--- config.mk ---
export PLATFORM = sky130hd
export DESIGN_NAME = ifetch_queue
export DESIGN_NICKNAME = d
export VERILOG_FILES = /design/src/rtl/ifetch_queue.sv
export SDC_FILE = /design/constraint.sdc
export NUM_CORES = 1
export LEC_CHECK = 0
export BUFFER_PORTS_ARGS = -buffer_cell sky130_fd_sc_hd__buf_4
export CAP_MARGIN = 0
export CORE_MARGIN = 2
export CORE_UTILIZATION = 59
export CTS_CLUSTER_DIAMETER = 30
export DETAILED_ROUTE_END_ITERATION = 12
export GPL_TIMING_DRIVEN = 0
export HOLD_SLACK_MARGIN = 0.12
export PLACE_DENSITY = 0.8
export SKIP_LAST_GASP = 1
export SLEW_MARGIN = 20
export SYNTH_ARGS = -nofsm -noshare
export SYNTH_HDL_FRONTEND = slang
export SYNTH_SLANG_ARGS = --single-unit
--- constraint.sdc ---
create_clock -name i_clock -period 4.1 [get_ports i_clock]
set_input_delay 0.82 -clock i_clock [delete_from_list [all_inputs] [get_ports i_clock]]
set_output_delay 0.82 -clock i_clock [all_outputs]
set_load 0.1 [all_outputs]
--- src/rtl/ifetch_queue.sv ---
// Instruction-fetch front end: credit-limited word fetches into a small in-order queue,
// with redirect flushing the queue and squashing responses still in flight.
module ifetch_queue #(
    parameter int unsigned DEPTH    = 4,
    parameter logic [31:0] RESET_PC = 32'h0000_0000
) (
    input  logic                    i_clock,
    input  logic                    i_reset,        // active-low, asynchronous
    input  logic                    i_redirect,
    input  logic [31:0]             i_redirect_pc,
    output logic                    o_imem_req,
    output logic [31:0]             o_imem_addr,
    input  logic                    i_imem_gnt,
    input  logic                    i_imem_rvalid,
    input  logic [31:0]             i_imem_rdata,
    output logic                    o_inst_valid,
    input  logic                    i_inst_ready,
    output logic [31:0]             o_inst,
    output logic [31:0]             o_inst_pc,
    output logic [31:0]             o_inst_pc4,
    output logic [$clog2(DEPTH):0]  o_count
);
    localparam int AW = $clog2(DEPTH);
    localparam int CW = AW + 1;
    // Repeated redirects can pile up squashed fetches beyond DEPTH while new ones issue.
    localparam int SW = AW + 5;
    localparam int ND = int'(DEPTH);
    localparam logic [CW:0] DEPTH_W = (CW+1)'(DEPTH);

    typedef enum logic {
        ST_FETCH = 1'b0,
        ST_DRAIN = 1'b1
    } state_t;

    state_t         r_state;
    logic [31:0]    r_fetch_pc;
    logic [CW-1:0]  r_live;
    logic [SW-1:0]  r_stale;

    logic [31:0]    r_tag [DEPTH];
    logic [AW-1:0]  r_tag_wr;
    logic [AW-1:0]  r_tag_rd;

    logic [31:0]    r_dat [DEPTH];
    logic [31:0]    r_dpc [DEPTH];
    logic [AW-1:0]  r_wr;
    logic [AW-1:0]  r_rd;
    logic [CW-1:0]  r_count;

    logic [CW:0]    w_inflight;
    logic           w_room;
    logic           w_issue;
    logic           w_draining;
    logic           w_rsp_stale;
    logic           w_rsp_live;
    logic           w_rsp_any;
    logic           w_push;
    logic           w_pop;
    logic [SW-1:0]  w_stale_redir;

    // Credit counts both queued words and live fetches, so a push can never overflow.
    assign w_inflight  = {1'b0, r_live} + {1'b0, r_count};
    assign w_room      = (w_inflight < DEPTH_W);
    assign o_imem_req  = i_reset & ~i_redirect & w_room;
    assign o_imem_addr = r_fetch_pc;
    assign w_issue     = o_imem_req & i_imem_gnt;

    assign w_draining  = (r_state == ST_DRAIN);
    assign w_rsp_stale = i_imem_rvalid & ~i_redirect & w_draining;
    assign w_rsp_live  = i_imem_rvalid & ~i_redirect & ~w_draining & (r_live != '0);
    assign w_push      = w_rsp_live;
    assign w_pop       = o_inst_valid & i_inst_ready & ~i_redirect;

    // A response landing in the redirect cycle retires one outstanding fetch, whichever kind.
    assign w_rsp_any     = i_imem_rvalid & ((r_stale != '0) | (r_live != '0));
    assign w_stale_redir = r_stale + SW'(r_live) - SW'(w_rsp_any);

    always_ff @(posedge i_clock or negedge i_reset) begin
        if (!i_reset) begin
            r_state    <= ST_FETCH;
            r_fetch_pc <= RESET_PC;
            r_live     <= '0;
            r_stale    <= '0;
        end else if (i_redirect) begin
            r_fetch_pc <= {i_redirect_pc[31:2], 2'b00};
            r_live     <= '0;
            r_stale    <= w_stale_redir;
            r_state    <= (w_stale_redir != '0) ? ST_DRAIN : ST_FETCH;
        end else begin
            if (w_issue)
                r_fetch_pc <= r_fetch_pc + 32'd4;
            r_live  <= r_live + CW'(w_issue) - CW'(w_rsp_live);
            r_stale <= r_stale - SW'(w_rsp_stale);
            if (r_state == ST_DRAIN) begin
                if (w_rsp_stale && (r_stale == SW'(1)))
                    r_state <= ST_FETCH;
            end else begin
                r_state <= ST_FETCH;
            end
        end
    end

    // PC of every live fetch, in issue order; the head tags the next non-squashed response.
    always_ff @(posedge i_clock or negedge i_reset) begin
        if (!i_reset) begin
            r_tag_wr <= '0;
            r_tag_rd <= '0;
            for (int i = 0; i < ND; i++)
                r_tag[i] <= '0;
        end else if (i_redirect) begin
            r_tag_wr <= '0;
            r_tag_rd <= '0;
        end else begin
            if (w_issue) begin
                r_tag[r_tag_wr] <= r_fetch_pc;
                r_tag_wr        <= r_tag_wr + AW'(1);
            end
            if (w_rsp_live)
                r_tag_rd <= r_tag_rd + AW'(1);
        end
    end

    always_ff @(posedge i_clock or negedge i_reset) begin
        if (!i_reset) begin
            r_wr    <= '0;
            r_rd    <= '0;
            r_count <= '0;
            for (int i = 0; i < ND; i++) begin
                r_dat[i] <= '0;
                r_dpc[i] <= '0;
            end
        end else if (i_redirect) begin
            r_wr    <= '0;
            r_rd    <= '0;
            r_count <= '0;
        end else begin
            if (w_push) begin
                r_dat[r_wr] <= i_imem_rdata;
                r_dpc[r_wr] <= r_tag[r_tag_rd];
                r_wr        <= r_wr + AW'(1);
            end
            if (w_pop)
                r_rd <= r_rd + AW'(1);
            r_count <= r_count + CW'(w_push) - CW'(w_pop);
        end
    end

    assign o_inst_valid = (r_count != '0);
    assign o_inst       = r_dat[r_rd];
    assign o_inst_pc    = r_dpc[r_rd];
    assign o_inst_pc4   = i_reset ? (o_inst_pc + 32'd4) : 32'd0;
    assign o_count      = r_count;

endmodule

## Yosys cells after proc, flatten, opt, wreduce, memory -nomap -nowiden

Index checks and enable logic that the tools add are counted.
W data, S select, Z words.

- Logic and storage cells: 106
- Output and inout port bits: 133
- Bits of input ports: 70
- Bits in registers: 438

- Order comparisons: 7
- Reduce and logical (&&, ||, !) cells: 12
- Add/sub/neg operators: 14
- Bitwise gates (word level): 17
- Eq/ne operators: 1
- Muxes and demuxes: 34

Operator list:

| cell | count |
|---|---|
| $bwmux W128 | 3 |
| $mux W32 | 11 |
| $bmux W32 S2 | 3 |
| $demux W32 S2 | 2 |
| $add A32 B3 Y32 const B | 2 |
| $mux W2 | 8 |
| $reduce_bool A7 Y1 | 2 |
| $sub A7 B1 Y7 | 2 |
| $ge A3 B3 Y1 const B | 4 |
| $not A2 Y3 | 4 |
| $and A1 B1 Y1 | 10 |
| $add A2 B1 Y2 const B | 4 |
| $add A7 B3 Y7 | 1 |
| $eq A7 B1 Y1 const B | 1 |
| $mux W7 | 1 |
| $add A3 B1 Y3 | 2 |
| $lt A3 B1 Y1 const B | 2 |
| $mux W3 | 2 |
| $reduce_bool A2 Y1 | 3 |
| $reduce_bool A3 Y1 | 2 |
| $sub A3 B1 Y3 | 2 |
| $add A3 B3 Y4 | 1 |
| $lt A4 B3 Y1 const B | 1 |
| $mux W1 | 4 |
| 4 further kinds | 8 |

## Longest topological paths before layout

- Depth in word-level cells: 7
- Gate-level depth with buffers: 14
- Depth with buffers taken out: 13

## Worst setup path after synthesis

No wires, ideal clock.

- Path type: register to register
- Start: reg r_count[2], in the netlist o_count[2]
- End: reg r_live[2]
- Cell stages (with the launch flop): 15
- Data required time: 3.968 ns
- Path buffers: 2
- Library setup time: 0.132 ns
- Arrival time: 6.024 ns
- Clock period less this slack: 6.156 ns
- Slack: -2.056 ns
- Cells stage by stage: dfrtp_1 -> ha_1 -> or4b_1 -> a311oi_1 -> and2_1 -> buf_2 -> inv_2 -> clkbuf_1 -> ha_1 -> inv_1 -> ha_1 -> inv_1 -> fa_1 -> xnor2_1 -> nor2_1

- Word-level cells in the longest chain between the ends: 7

Ends and longest elaborated chain:

| what | line | text |
|---|---|---|
| start, declared | 48 | `logic [CW-1:0] r_count;` |
| start signal, assigned | 144 | `r_count <= r_count + CW'(w_push) - CW'(w_pop);` |
| $add A3 B3 Y4 | 62 | `assign w_inflight = {1'b0, r_live} + {1'b0, r_count};` |
| $lt A4 B3 Y1 | 63 | `assign w_room = (w_inflight < DEPTH_W);` |
| $and A1 B1 Y1 | 64 | `assign o_imem_req = i_reset & ~i_redirect & w_room;` |
| named net o_imem_req | 11 | `output logic o_imem_req,` |
| $and A1 B1 Y1 | 66 | `assign w_issue = o_imem_req & i_imem_gnt;` |
| $add A3 B1 Y3 | 92 | `r_live <= r_live + CW'(w_issue) - CW'(w_rsp_live);` |
| $sub A3 B1 Y3 | 92 |  |
| $mux W3 | 84 | `end else if (i_redirect) begin` |
| end signal, assigned | 92 |  |
| end, declared | 37 | `logic [CW-1:0] r_live;` |

The timed path passes the listed nets, and every way through them passes these cells.
A chain may end at the register's enable or synchronous reset.

## Worst setup path after layout

- Start: reg r_rd[0]
- End: out o_inst_pc4[31]

- Word-level cells in the longest chain between the ends: 6

Ends and longest elaborated chain:

| what | line | text |
|---|---|---|
| start, declared | 47 | `logic [AW-1:0] r_rd;` |
| start signal, assigned | 143 | `r_rd <= r_rd + AW'(1);` |
| $not A2 Y3 (not written as such) | 150 | `assign o_inst_pc = r_dpc[r_rd];` |
| $bmux W32 S2 | 150 |  |
| $mux W32 (not written as such) (2 in series) | 150 |  |
| $add A32 B3 Y32 | 151 | `assign o_inst_pc4 = i_reset ? (o_inst_pc + 32'd4) : 32'd0;` |
| $mux W32 | 151 |  |
| end, declared | 20 | `output logic [31:0] o_inst_pc4,` |

Every way passes these cells. The select of a mux whose other input is x is not followed.

==> results.md <==
* Outcome: completed
* Top cells by count, synth: 420 x dfrtp_1, 248 x mux2_2, 116 x mux2_1
* Most common cell in the netlist: dfrtp_1
* Top_reg_cell synth: dfrtp_1
* Endpoints failing setup at 0
* Sequential cell area fraction in the yosys report at 52.6%
* R2r setup slk at 0.50 ns
* First-pass GRT wire length at around 78000 um
* Via count at 13281
* Clock Tree Buf Depth at 3
* Avg Cell Area, Syn at about 14 um^2
* Max FO, Critical Path at 10
* Multi-input gate area at 0.00898 mm^2
* Wire length per cell at about 22 um
* VDD IR max at 0.609 mV
* Actual slew at the worst max-slew pin at between 0.9 and 1 ns
* Total iterations of the first detailed-routing run at 5
* Metal3 WL at 3100 um
* Slew headroom at 37.7%
* Die height at about 190 um
* Area grow syn2layout at 25.8%
* Root Buffer: clkbuf_16
* Path type of the worst setup path: reg2out
* Max stage delay cell, worst path: mux4_2
* Routed Antenna Nets at 0
* Hold Fails Final Rpt at 0
* CTS tree: yes
* Clock latency on the worst-skew pair at 0.57 ns
* Final Cycle Share at 96.4%
* Switch share at approximately a third
* WL met1 at 20800 um
* Overall Power at 15200 uW
* R2R Path Start: o_count[2]
* Final wirelength at 49400 um
* Combinational share of power at 25.9%
* Max cap viols at 0
* Worst path bufs/invs at 4
* Top Layer Used: met4
* RR Endpoint: r_live[2]
* Rows at 67
* Final min period at 3.95 ns
* Layout Cells excl Fill at 2216
* Critical path data arrival time at between 3 and 4 ns
* Psw at 5090 uW
* Area leader, netlist: dfrtp_1
* Initial Util at 59.7%
* Worst slack at placement at -1.39 ns
* Top cells by area, synth: dfrtp_1 53%, mux2_2 14%, mux4_2 10%
* DRC errors left at 0
* Die Wd at around 190 um
* Seq cells post-synth at 420
* Initial antenna violation count at 0
* Congestion Overflow GR at 0
* Top Ports at 203
* Vias per Instance at 5.99
* Nets@finish at 1811
* Crit-path cells: buf_8 > buf_12 > mux4_2 > and3_1 > and2_1 > clkbuf_2 > nand4_1 > xnor2_1 > and2_1 > buf_8
* Layout cells sized above 1 at 42.1%
* IO buf count at 194
* Number of global-route vias before repair at 14117
* DR WL met2 at 24300 um
* Worst EP required at 3.28 ns
* Cell-internal power at just over 10000 uW
* Register Area at 0.0105 mm^2
* Total core area at between 0.03 and 0.04 mm^2
* Drt first-iter violations at approximately 830
* P_leak at 0.0123 uW
* H-Tree Level Count at 3
* Placed insts at 2061
* Async set or reset register ratio after synthesis at 100%
* Mapped Cells at between 1000 and 1500
* Number of library cell types mapped by synthesis at 60
* Clk_skew at 0.0172 ns
* Clock Power Share at about two fifths
* Clk slew on worst S/H paths at approximately 0.05 ns
* Tot GR Track Use at ~28%
* Fmax at around 250 MHz
* Final slew viol count at 0
* Fin worst setup slack at 0.148 ns
* Top-area cell type share of the netlist area at between 50% and 60%
* EDFF count, synth at 0
* Type of origin of the critical path: flop
* Cell family with most CP delay: buffers and inverters
* P per Cell Area at 604 mW/mm^2
* Full die area at 0.0353 mm^2
* Slowest stage delay, CP at 0.56 ns
* Worst setup EP type: output pin
* R2r worst-path depth at 14
* Placer Congestion at roughly 0.89
* Sequential power share at 33.4%
* N_diodes at 0
* Post-Syn Area at approximately 0.02 mm^2
* Cts bufs inserted at 77
* Synth warn at 0
* Clk sinks at 420
* Largest net degree at the start of global routing at 106
* Hold crit path type: in2async
* Fill count at 1992
* Final HPWL DP at 31200 um
## metrics by stage
step	setup TNS [ns]	hold WS, ns	instance area, um^2	utilization [%]
6_report	0	0.134	25100	75.1
5_1_grt	-0.00880	0.132	25100	75.1
4_1_cts	0	0.121	25000	74.8
3_5_place_dp	-92.32	0.477	22200	66.3
3_3_place_gp	-1274.00	0.464	22100	66.0
2_1_floorplan	-0.0368	0.450	20000	-
## area by class of cell
class / instances / area share [%]
Inverter: 31 / 0.463
Buffer: 97 / 1.90
Tap cell: 448 / 2.23
Multi-Input combinational cell: 867 / 35.7
Timing Repair Buffer: 214 / 7.58
Clock buffer: 99 / 8.60
Sequential cell: 420 / 41.8
Clock inverter: 40 / 1.66
## registers in the layout, summed over array words and instances, names as in the netlist
name / cells
r_tag_rd: 2
r_live: 3
r_wr: 2
r_stale: 7
r_tag_wr: 2
r_state: 1
r_dat: 128
o_count: 3
r_dpc: 120
r_rd: 2
r_tag: 120
o_imem_addr: 30
## layout by cell type (no fill, tap or decap), drive strengths merged, types with 6 or more instances in the layout
master | netlist | layout
and2 | 35 | 35
a221o | 10 | 10
mux4 | 92 | 92
xnor2 | 29 | 29
nand4 | 17 | 17
o311ai | 9 | 9
xor2 | 20 | 20
conb | 1 | 6
clkinv | 0 | 19
nor2 | 32 | 32
a21oi | 9 | 9
ha | 30 | 30
clkinvlp | 0 | 7
nand3 | 29 | 29
and3 | 8 | 8
o21ai | 38 | 38
nor2b | 9 | 9
inv | 31 | 40
dfrtp | 420 | 420
mux2 | 364 | 364
buf | 40 | 247
a31oi | 6 | 6
nand2 | 67 | 67
clkbuf | 57 | 158
nor3 | 11 | 11
## how the worst max path moves through the flow
stage / to / cells after the start / from
global placement: r_live[2] / 14 / i_reset
floorplan: r_live[2] / 14 / o_count[2]
global route: o_inst_pc4[25] / 10 / r_rd[1]
detailed placement: r_live[2] / 17 / i_reset
finish: o_inst_pc4[31] / 10 / r_rd[0]
CTS: r_live[2] / 17 / i_reset
## power by group through the flow
stage | Clock, uW | Combinational [uW] | Sequential (uW)
finish | 6190 | 3930 | 5070
global route | 6480 | 4160 | 5110
CTS | 6230 | 3890 | 5050
detailed placement | 0 | 3820 | 5090
global placement | 0 | 3710 | 5050
floorplan | 0 | 2620 | 5280
## layer usage
metal / up-vias / global-route usage [%]
li1: 5773 / -
met1: 6902 / 38.5
met2: 515 / 46.3
met3: 91 / 5.67
met4: 0 / 9.69
met5: - / 0
## repair_timing
action,CTS,global route
setup buffers,4,6
cloned,5,2
setup endpoints to repair,163,17
hold buffers,0,0
pin swaps,2,2
gates resized for setup,14,15
## cell families after synthesis
kind of cell    share of synthesized area (%)
compound gates                           2.98
xor+xnor                                 2.15
fa+ha+maj                                2.18
buf+inv                                  2.82
flops                                    52.6
mux                                      31.0
other cells                            0.0188
simple gates                             6.20
Power figures use the tool's default switching activity.
